==> src/rtl/mem_hier_pkg.sv <==
// Shared types for the memory access sequencer: bus widths, the FSM state
// encoding, the queued command record and a saturating counter helper.
package mem_hier_pkg;

  localparam int ADDR_W = 6;
  localparam int DATA_W = 16;

  typedef enum logic [1:0] {
    ST_IDLE  = 2'd0,
    ST_ISSUE = 2'd1,
    ST_WAIT  = 2'd2,
    ST_RESP  = 2'd3
  } state_t;

  // One queued command: 1 + 6 + 16 = 23 bits.
  typedef struct packed {
    logic              write;
    logic [ADDR_W-1:0] addr;
    logic [DATA_W-1:0] data;
  } cmd_t;

  // 8-bit increment that sticks at 255 instead of wrapping.
  function automatic logic [7:0] sat_inc8(input logic [7:0] value);
    logic [7:0] result;
    if (value == 8'hFF) begin
      result = value;
    end else begin
      result = value + 8'd1;
    end
    return result;
  endfunction

endpackage

==> src/rtl/cmd_fifo.sv <==
// Synchronous command FIFO; reset empties it. The head entry stays visible on
// dout until it is popped, so the sequencer can keep using it across an access.
module cmd_fifo
  import mem_hier_pkg::*;
#(
  parameter int DEPTH = 4
) (
  input  logic                   clock,
  input  logic                   reset,
  input  logic                   push,
  input  logic                   pop,
  input  cmd_t                   din,
  output cmd_t                   dout,
  output logic                   full,
  output logic                   empty,
  output logic [$clog2(DEPTH):0] count
);

  localparam int PW = $clog2(DEPTH);
  localparam logic [PW:0] DEPTH_C = (PW + 1)'(DEPTH);
  localparam logic [PW:0] ZERO_C  = {(PW + 1){1'b0}};

  cmd_t          mem_r [DEPTH];
  logic [PW-1:0] wr_ptr_r;
  logic [PW-1:0] rd_ptr_r;
  logic [PW:0]   count_r;
  logic          push_ok_s;
  logic          pop_ok_s;

  assign push_ok_s = push && (count_r != DEPTH_C);
  assign pop_ok_s  = pop && (count_r != ZERO_C);

  assign dout  = mem_r[rd_ptr_r];
  assign full  = (count_r == DEPTH_C);
  assign empty = (count_r == ZERO_C);
  assign count = count_r;

  // Storage write; contents need no reset because the pointers gate visibility.
  always_ff @(posedge clock) begin
    if (push_ok_s) begin
      mem_r[wr_ptr_r] <= din;
    end
  end

  // Pointer and occupancy bookkeeping; DEPTH is a power of two so pointers wrap.
  always_ff @(posedge clock) begin
    if (reset) begin
      wr_ptr_r <= {PW{1'b0}};
      rd_ptr_r <= {PW{1'b0}};
      count_r  <= ZERO_C;
    end else begin
      if (push_ok_s) begin
        wr_ptr_r <= wr_ptr_r + PW'(1'b1);
      end
      if (pop_ok_s) begin
        rd_ptr_r <= rd_ptr_r + PW'(1'b1);
      end
      case ({push_ok_s, pop_ok_s})
        2'b10:   count_r <= count_r + (PW + 1)'(1'b1);
        2'b01:   count_r <= count_r - (PW + 1)'(1'b1);
        default: count_r <= count_r;
      endcase
    end
  end

endmodule

==> src/rtl/mem_access_sequencer.sv <==
// Memory access sequencer: queues host commands, issues them one at a time to
// the memory hierarchy, waits (with timeout) for completion, and returns one
// response per command while keeping hit/miss statistics.
module mem_access_sequencer
  import mem_hier_pkg::*;
#(
  parameter int FIFO_DEPTH = 4,
  parameter int TIMEOUT    = 15
) (
  input  logic              clock,
  input  logic              reset,
  input  logic              cmd_valid,
  output logic              cmd_ready,
  input  logic              cmd_write,
  input  logic [ADDR_W-1:0] cmd_addr,
  input  logic [DATA_W-1:0] cmd_data,
  output logic [ADDR_W-1:0] address,
  output logic [DATA_W-1:0] write_data,
  output logic              read,
  output logic              write,
  input  logic              mem_done,
  input  logic [DATA_W-1:0] mem_read_data,
  input  logic              mem_hit_L1,
  input  logic              mem_hit_L2,
  output logic              rsp_valid,
  input  logic              rsp_ready,
  output logic [DATA_W-1:0] rsp_data,
  output logic              rsp_hit_L1,
  output logic              rsp_hit_L2,
  output logic              rsp_error,
  output logic [7:0]        cnt_hit_L1,
  output logic [7:0]        cnt_hit_L2,
  output logic [7:0]        cnt_miss,
  output logic              timeout_err,
  output logic              busy
);

  localparam int CNT_W = $clog2(TIMEOUT + 1);
  localparam int FCW   = $clog2(FIFO_DEPTH) + 1;
  localparam logic [CNT_W-1:0] TIMEOUT_C = CNT_W'(TIMEOUT);

  state_t            state_r;
  state_t            state_s;
  cmd_t              cmd_in_s;
  cmd_t              head_s;
  logic              push_s;
  logic              pop_s;
  logic              full_s;
  logic              empty_s;
  logic [FCW-1:0]    count_s;
  logic [CNT_W-1:0]  wait_cnt_r;
  logic [ADDR_W-1:0] address_r;
  logic [DATA_W-1:0] write_data_r;
  logic              read_r;
  logic              write_r;
  logic              rsp_valid_r;
  logic [DATA_W-1:0] rsp_data_r;
  logic              rsp_hit_l1_r;
  logic              rsp_hit_l2_r;
  logic              rsp_error_r;
  logic [7:0]        cnt_hit_l1_r;
  logic [7:0]        cnt_hit_l2_r;
  logic [7:0]        cnt_miss_r;
  logic              timeout_err_r;

  assign cmd_in_s = '{write: cmd_write, addr: cmd_addr, data: cmd_data};
  assign push_s   = cmd_valid && cmd_ready;
  // The head is released only once its response has been accepted.
  assign pop_s    = (state_r == ST_RESP) && rsp_ready;

  cmd_fifo #(
    .DEPTH(FIFO_DEPTH)
  ) u_cmd_fifo (
    .clock(clock),
    .reset(reset),
    .push (push_s),
    .pop  (pop_s),
    .din  (cmd_in_s),
    .dout (head_s),
    .full (full_s),
    .empty(empty_s),
    .count(count_s)
  );

  assign cmd_ready   = !full_s;
  assign busy        = (state_r != ST_IDLE) || (count_s != {FCW{1'b0}});
  assign address     = address_r;
  assign write_data  = write_data_r;
  assign read        = read_r;
  assign write       = write_r;
  assign rsp_valid   = rsp_valid_r;
  assign rsp_data    = rsp_data_r;
  assign rsp_hit_L1  = rsp_hit_l1_r;
  assign rsp_hit_L2  = rsp_hit_l2_r;
  assign rsp_error   = rsp_error_r;
  assign cnt_hit_L1  = cnt_hit_l1_r;
  assign cnt_hit_L2  = cnt_hit_l2_r;
  assign cnt_miss    = cnt_miss_r;
  assign timeout_err = timeout_err_r;

  // FSM state register.
  always_ff @(posedge clock) begin
    if (reset) begin
      state_r <= ST_IDLE;
    end else begin
      state_r <= state_s;
    end
  end

  // Next-state logic; completion takes priority over timeout in WAIT.
  always_comb begin
    state_s = state_r;
    case (state_r)
      ST_IDLE: begin
        if (!empty_s) begin
          state_s = ST_ISSUE;
        end else begin
          state_s = ST_IDLE;
        end
      end
      ST_ISSUE: state_s = ST_WAIT;
      ST_WAIT: begin
        if (mem_done) begin
          state_s = ST_RESP;
        end else if (wait_cnt_r == TIMEOUT_C) begin
          state_s = ST_RESP;
        end else begin
          state_s = ST_WAIT;
        end
      end
      ST_RESP: begin
        if (rsp_ready) begin
          state_s = ST_IDLE;
        end else begin
          state_s = ST_RESP;
        end
      end
      default: state_s = ST_IDLE;
    endcase
  end

  // Registered request, response and statistics outputs, aligned with the FSM.
  always_ff @(posedge clock) begin
    if (reset) begin
      wait_cnt_r    <= {CNT_W{1'b0}};
      address_r     <= {ADDR_W{1'b0}};
      write_data_r  <= {DATA_W{1'b0}};
      read_r        <= 1'b0;
      write_r       <= 1'b0;
      rsp_valid_r   <= 1'b0;
      rsp_data_r    <= {DATA_W{1'b0}};
      rsp_hit_l1_r  <= 1'b0;
      rsp_hit_l2_r  <= 1'b0;
      rsp_error_r   <= 1'b0;
      cnt_hit_l1_r  <= 8'd0;
      cnt_hit_l2_r  <= 8'd0;
      cnt_miss_r    <= 8'd0;
      timeout_err_r <= 1'b0;
    end else begin
      case (state_r)
        ST_IDLE: begin
          // Load the request so read/write are high exactly during ISSUE.
          if (!empty_s) begin
            address_r    <= head_s.addr;
            write_data_r <= head_s.data;
            read_r       <= !head_s.write;
            write_r      <= head_s.write;
          end
        end
        ST_ISSUE: begin
          read_r     <= 1'b0;
          write_r    <= 1'b0;
          wait_cnt_r <= {CNT_W{1'b0}};
        end
        ST_WAIT: begin
          if (mem_done) begin
            rsp_valid_r  <= 1'b1;
            rsp_data_r   <= head_s.write ? write_data_r : mem_read_data;
            rsp_hit_l1_r <= mem_hit_L1;
            rsp_hit_l2_r <= mem_hit_L2;
            rsp_error_r  <= 1'b0;
            if (mem_hit_L1) begin
              cnt_hit_l1_r <= sat_inc8(cnt_hit_l1_r);
            end else if (mem_hit_L2) begin
              cnt_hit_l2_r <= sat_inc8(cnt_hit_l2_r);
            end else begin
              cnt_miss_r <= sat_inc8(cnt_miss_r);
            end
          end else if (wait_cnt_r == TIMEOUT_C) begin
            rsp_valid_r   <= 1'b1;
            rsp_data_r    <= {DATA_W{1'b0}};
            rsp_hit_l1_r  <= 1'b0;
            rsp_hit_l2_r  <= 1'b0;
            rsp_error_r   <= 1'b1;
            timeout_err_r <= 1'b1;
          end else begin
            wait_cnt_r <= wait_cnt_r + CNT_W'(1'b1);
          end
        end
        ST_RESP: begin
          if (rsp_ready) begin
            rsp_valid_r <= 1'b0;
          end
        end
        default: begin
          read_r  <= 1'b0;
          write_r <= 1'b0;
        end
      endcase
    end
  end

endmodule
==> config.mk <==
export PLATFORM = sky130hd
export DESIGN_NAME = mem_access_sequencer
export DESIGN_NICKNAME = d
export VERILOG_FILES = /design/src/rtl/mem_hier_pkg.sv /design/src/rtl/cmd_fifo.sv /design/src/rtl/mem_access_sequencer.sv
export SDC_FILE = /design/constraint.sdc
export NUM_CORES = 1
export LEC_CHECK = 0
export BUFFER_PORTS_ARGS = -buffer_cell sky130_fd_sc_hd__buf_2
export CAP_MARGIN = 20
export CORE_ASPECT_RATIO = 0.7
export CORE_MARGIN = 2
export CORE_UTILIZATION = 30
export CTS_CLUSTER_DIAMETER = 40
export DETAILED_ROUTE_END_ITERATION = 8
export PLACE_DENSITY_LB_ADDON = 0.12
export SLEW_MARGIN = 25
export SYNTH_ARGS = -nofsm -noshare
export SYNTH_HDL_FRONTEND = slang
export SYNTH_SLANG_ARGS = --single-unit
export TNS_END_PERCENT = 20
==> constraint.sdc <==
create_clock -name clock -period 2.38 [get_ports clock]
set_input_delay 0.357 -clock clock [delete_from_list [all_inputs] [get_ports clock]]
set_output_delay 0.357 -clock clock [all_outputs]
set_load 0.005 [all_outputs]
# After elaboration in Yosys (flattened, before gate mapping)
# Memory sizes are Yosys's and may differ from the RTL's. A register that Yosys moved wholly into a read port is not among the register bits.
# Cells that the tools add are included.
[totals]
ff_bits = 82
ramBits = 92
input_bits = 46
wordCells = 103
mem_count = 1
[mem_list]
columns = ["name", "words", "word_bits", "rd", "rd_ports_with_merged_regs", "write_ports", "line", "rtl"]
rows = [
  ["u_cmd_fifo.mem_r", 4, 23, 1, 1, 1, "cmd_fifo.sv:23", "cmd_t mem_r [DEPTH];"],
]
[op_classes]
addsub = 8
eq_ne = 16
muxes = 28
bitwise = 7
n_reduce_logical = 25
[op_table]
columns = ["op", "n"]
rows = [
  ["16-bit two-way mux", 3],
  ["8-bit by 1-bit adder with 8-bit output, second input constant", 3],
  ["8-bit equality test, second input constant", 3],
  ["1-bit two-way mux", 14],
  ["2-bit nonzero test", 6],
  ["5-bit AND reduction", 2],
  ["3-bit AND reduction", 3],
  ["4-bit two-way mux", 2],
  ["2-bit != test, second input constant", 4],
  ["2-bit case mux with 4 select lines", 1],
  ["4-bit case mux with 2 select lines", 1],
  ["1-bit NOT", 7],
  ["2-bit equality test, second input constant", 3],
  ["2-bit two-way mux", 3],
  ["3-bit != test, second input constant", 2],
  ["1-bit case mux with 2 select lines", 3],
  ["3-bit case mux with 2 select lines", 1],
  ["2-bit AND reduction", 3],
  ["2-bit by 1-bit adder with 2-bit output, second input constant", 2],
  ["4-bit by 1-bit adder with 4-bit output, second input constant", 1],
  ["2-bit by 1-bit equality test with 1-bit output, second input constant", 2],
  ["4-bit equality test, second input constant", 1],
  ["1-bit logical AND", 4],
  ["4-bit AND reduction", 1],
  ["other kinds (8)", 9],
]

# Longest topological paths before layout
[depth]
depth_word = 6
mapped_depth = 9

# Modules after synthesis
# From an unflattened synthesis, not the netlist that was laid out.
[hier_totals]
cells_unflattened = 547
area_unflattened_um2 = 7055.5
[by_module_without_submodules]
columns = ["mod", "n_inst", "cells_each", "area_per_inst_um2", "seq_area_each_um2"]
rows = [
  ["cmd_fifo", 1, 174, 3827.4, 2942.8],
  ["mem_access_sequencer", 1, 373, 3228.1, 1501.4],
]

# Worst setup path after synthesis
# Ideal clock, no wire load.
[synth_path]
path_type = "reg-to-reg"
from = "reg u_cmd_fifo.count_r[0], in the netlist u_cmd_fifo.count[0]"
to = "reg u_cmd_fifo.count_r[2], in the netlist u_cmd_fifo.count[2]"
t_arrival_ns = 2.173
required_time_ns = 2.310
path_slack_ns = 0.137
path_stages_with_launch = 10
n_path_buf = 0
path_cell_list = "dfxtp_1 -> or3b_1 -> and2_1 -> inv_1 -> ha_1 -> inv_1 -> fa_1 -> xor2_1 -> or3_1 -> a21oi_1"
[synth_via]
elab_chain_cells = 6
elab_cells_between_ends = 13
cone_classes = "add/sub: 2; eq/ne: 4; mux: 1; reduce/logical: 6"
[synth_rtl]
columns = ["item", "line", "rtl"]
rows = [
  ["start, declared", "cmd_fifo.sv:26", "logic [PW:0] count_r;"],
  ["start signal, assigned", "cmd_fifo.sv:59", "2'b10: count_r <= count_r + (PW + 1)'(1'b1);"],
  ["start signal, assigned", "cmd_fifo.sv:60", "2'b01: count_r <= count_r - (PW + 1)'(1'b1);"],
  ["start signal, assigned", "cmd_fifo.sv:61", "default: count_r <= count_r;"],
  ["3-bit equality test (*)", "cmd_fifo.sv:34", "assign full = (count_r == DEPTH_C);"],
  ["1-bit logical NOT (*)", "mem_access_sequencer.sv:85", "assign cmd_ready = !full_s;"],
  ["net cmd_ready", "mem_access_sequencer.sv:13", "output logic cmd_ready,"],
  ["1-bit logical AND (*)", "mem_access_sequencer.sv:67", "assign push_s = cmd_valid && cmd_ready;"],
  ["1-bit logical AND (*)", "cmd_fifo.sv:30", "assign push_ok_s = push && (count_r != DEPTH_C);"],
  ["2-bit by 1-bit equality test with 1-bit output or 2-bit equality test (tied branches)", "cmd_fifo.sv:58", "case ({push_ok_s, pop_ok_s})"],
  ["3-bit case mux with 2 select lines or 2-bit nonzero test (tied branches)", "n/a", ""],
]
# Mark *: on every way through the listed nets, which the timed path passes. The rest lies on a longest branch.
# A chain may end at the register's enable or synchronous reset.

# Worst setup path after layout
[layout_path]
from = "reg u_cmd_fifo.count_r[0], in the netlist u_cmd_fifo.count[0]"
to = "reg u_cmd_fifo.count_r[2], in the netlist u_cmd_fifo.count[2]"
[layout_via]
elab_chain_cells = 6
elab_cells_between_ends = 13
cone_classes = "add/sub: 2; eq/ne: 4; mux: 1; reduce/logical: 6"
[layout_rtl]
columns = ["item", "line"]
rows = [
  ["3-bit equality test", "cmd_fifo.sv:34"],
  ["1-bit logical NOT", "mem_access_sequencer.sv:85"],
  ["1-bit logical AND", "mem_access_sequencer.sv:67"],
  ["1-bit logical AND", "cmd_fifo.sv:30"],
  ["2-bit by 1-bit equality test with 1-bit output or 2-bit equality test (tied branches)", "cmd_fifo.sv:58"],
  ["3-bit case mux with 2 select lines or 2-bit nonzero test (tied branches)", "n/a"],
]
# Parallel ways exist; a longest one is shown, timed or not.

==> impl_results.md <==
- Status: finished clean
- Vias per cell: 4.70
- Initial antenna violation count: 4
- Placed Area: 0.00795 mm^2
- Critical path class: flip-flop to flip-flop
- Cell with the most instances after synthesis: edfxtp_1
- CTS root buf: clkbuf_16
- Max Root-Sink Buffers: 2
- Final wirelength: 16800 um
- Synth Area per Inst: 13.1 um^2
- Mapped Area: 0.00695 mm^2
- CP Launch Type: flip-flop
- Hold_ws: 0.145 ns
- Crit path max fanout: 4
- Pre-antenna DRT Iters: 4
- Hold path depth: 1
- Vias in the first global route: 4748
- DP HPWL: 11300 um
- Yosys reg bits: 176
- MaxCap Viol Count: 0
- Post-Syn Nets: 585
- CTS tree: built
- Layout area overhead: 22.6%
- Dpl cells: 946
- Post-CTS setup repair buffer count: 0
- Net count, final: 709
- Final hold vios: 0
- Final Cell Area: 0.00852 mm^2
- Via count: 4611
- Hold WC Path Type: primary input to flip-flop
- Unrepaired setup endpoints after global routing: false
- Setup ws final: 0.110 ns
- Dpl ws: 0.0553 ns
- Setup Skew: 0.00908 ns
- Clock transition at path regs: 0.07 ns
- Initial DRC Count: 257
- Setup slack, reg-to-reg: 0.11 ns
- # clock sinks: 176
- Synth top cells by count: 92 x edfxtp_1, 84 x dfxtp_1, 60 x nand2_1
- Post-route ant nets: 0
- VDD IR max: 0.000491 V
- Yosys warns: 0
- Number of CTS-inserted buffers: 17
- Seq/Total Area, Yosys: 0.639
- Cells after Synth: 529
- I/O pin count: 117
- Core Region: 0.0227 mm^2
- Total power: 6.67 mW
- I/O Buffers: 116
- Global Route Usage Sum: 0.143
- Period utilization: 0.954
- Pwr/cell area: 783 mW/mm^2
- Reg2Reg Launch Point: u_cmd_fifo.count[0]
- Worst-case reg-to-reg path depth: 9
- Gr ovfl total: 0
- Initial Util: 0.307
- Hold endpoint: u_cmd_fifo.mem_r[0][14]
- Max Freq: 440 MHz
- Asr flop ratio synth: 0
- Crit path DAT: 2.62 ns
- Worst slew pin tran: 0.690 ns
- Req. time, crit path: 2.73 ns
- DR WL/cell: 17.1 um
- Netlist cell types: 48
- Global-route wire length before repair: 26100 um
- Share of layout cells above drive strength 1: 0.297
- Row cnt: 46
- Clk_lat worst skew: 0.43 ns
- Cell taking the most area after synthesis: edfxtp_1
- Die Area: 0.0244 mm^2
- Max_slew headroom: 0.540
- TNS Setup: 0 ns
- Min Clock Period, post-route: 2.27 ns
- Drt drc: 0
- Static leakage: 3.21 nW
- Setup violations, final: 0
- Top_reg_cell synth: edfxtp_1
- Main area contributors after synthesis: edfxtp_1 40%, dfxtp_1 24%, mux4_2 7.1%
- Layout Cells excl Fill: 982
- Post-synth EDFFs: 92
- Count of hold buffers inserted by post-cts repair: 0
- Top-area cell type share of the netlist area: 0.397
- Slew Limit Fails: 0
- CP Capture Type: flip-flop
- H-tree depth: 4
- Hold_sp: cmd_data[14]
- DIE WIDTH: 186 um
- Die height: 131 um
- RePlAce Congestion: 0.748
- Fin util: 0.376
- Worst reg2reg path endpoint: u_cmd_fifo.count[2]
- Largest net degree at the start of global routing: 33
==> cells by family after synthesis <==
kind of cell / count (synthesis) / share of synthesized area
adders and majority gates: 10 / 0.0191
and+or+nand+nor: 157 / 0.110
xor gates and xnor gates: 14 / 0.0176
muxes: 49 / 0.111
buffers and inverters: 40 / 0.0263
DFF: 176 / 0.639
AOI/OAI and AO/OA: 83 / 0.0770
==> critical path: stages, from the launching register on <==
cell and delay (ns):
dfxtp_2 0.34, or3b_4 0.41, and2_4 0.18, inv_1 0.07
ha_2 0.19, inv_1 0.05, fa_1 0.36, xor2_1 0.16
or3_1 0.30, a21oi_1 0.14
==> where the power goes <==
part           total (mW)  internal, mW  leakage (nW)  switching [mW]
combinational       0.620         0.250          1.43           0.370
clock                2.63          1.50         0.258            1.13
sequential           3.42          3.35          1.53          0.0732
==> worst max path at each step <==
stage,to,from,depth (start not counted),slack [ns]
finish,u_cmd_fifo.count[2],u_cmd_fifo.count[0],9,0.11
global route,u_cmd_fifo.count[2],u_cmd_fifo.count[2],9,0.001
CTS,u_cmd_fifo.count[2],u_cmd_fifo.count[2],9,0.03
detailed placement,u_cmd_fifo.count[2],u_cmd_fifo.count[0],9,0.06
global placement,u_cmd_fifo.count[2],u_cmd_fifo.count[0],9,0.13
floorplan,u_cmd_fifo.count[2],u_cmd_fifo.count[0],9,0.14
==> state kept, by name, indices dropped and copies added (netlist names), named ones only <==
register and cells:
cnt_hit_L1 8, write_data 16, u_cmd_fifo.rd_ptr_r 2, rsp_hit_L1 1
rsp_hit_L2 1, cnt_miss 8, write 1, u_cmd_fifo.wr_ptr_r 2
state_r 2, read 1, rsp_data 16, rsp_valid 1
rsp_error 1, u_cmd_fifo.count 3, address 6, timeout_err 1
cnt_hit_L2 8, u_cmd_fifo.mem_r 92, wait_cnt_r 4
==> timing repair <==
action                                  CTS  global route
gates resized for setup                   0             5
endpoints found under the setup margin    0             1
endpoints found under the hold margin     0             0
==> placed cells by master, fill, tap and decap left out, types with 5 or more instances in the layout <==
cell type and count:
dfxtp_1 81, ha_1 8, nand4_1 6, o2bb2ai_1 16
xor2_1 10, nor2_1 34, clkbuf_16 18, edfxtp_1 92
nand3_1 9, clkbuf_1 5, mux4_2 22, buf_2 116
inv_1 8, buf_4 20, and3_1 6, nand2_1 60
nor3_1 5, o21ai_0 6, mux2i_1 23, a21oi_1 41
==> routing by layer <==
metal	global-route usage	part of all wire	vias to the layer above
met2	0.221	0.45	98
met5	0	0.00054	-
met4	0.0429	0.014	2
li1	-	-	2212
met3	0.0496	0.056	17
met1	0.189	0.48	2282
==> cell type report <==
class / count / area [um^2]
fillers: 2243 / 14200
multi-input cells: 313 / 2340
clock inverters: 9 / 86.3
repair buffers: 137 / 751
inverters: 8 / 30.0
clock buffers: 23 / 469
flip-flops and latches: 176 / 4450
diodes: 4 / 10.0
well taps: 312 / 390
(Power assumes the default switching activity.)
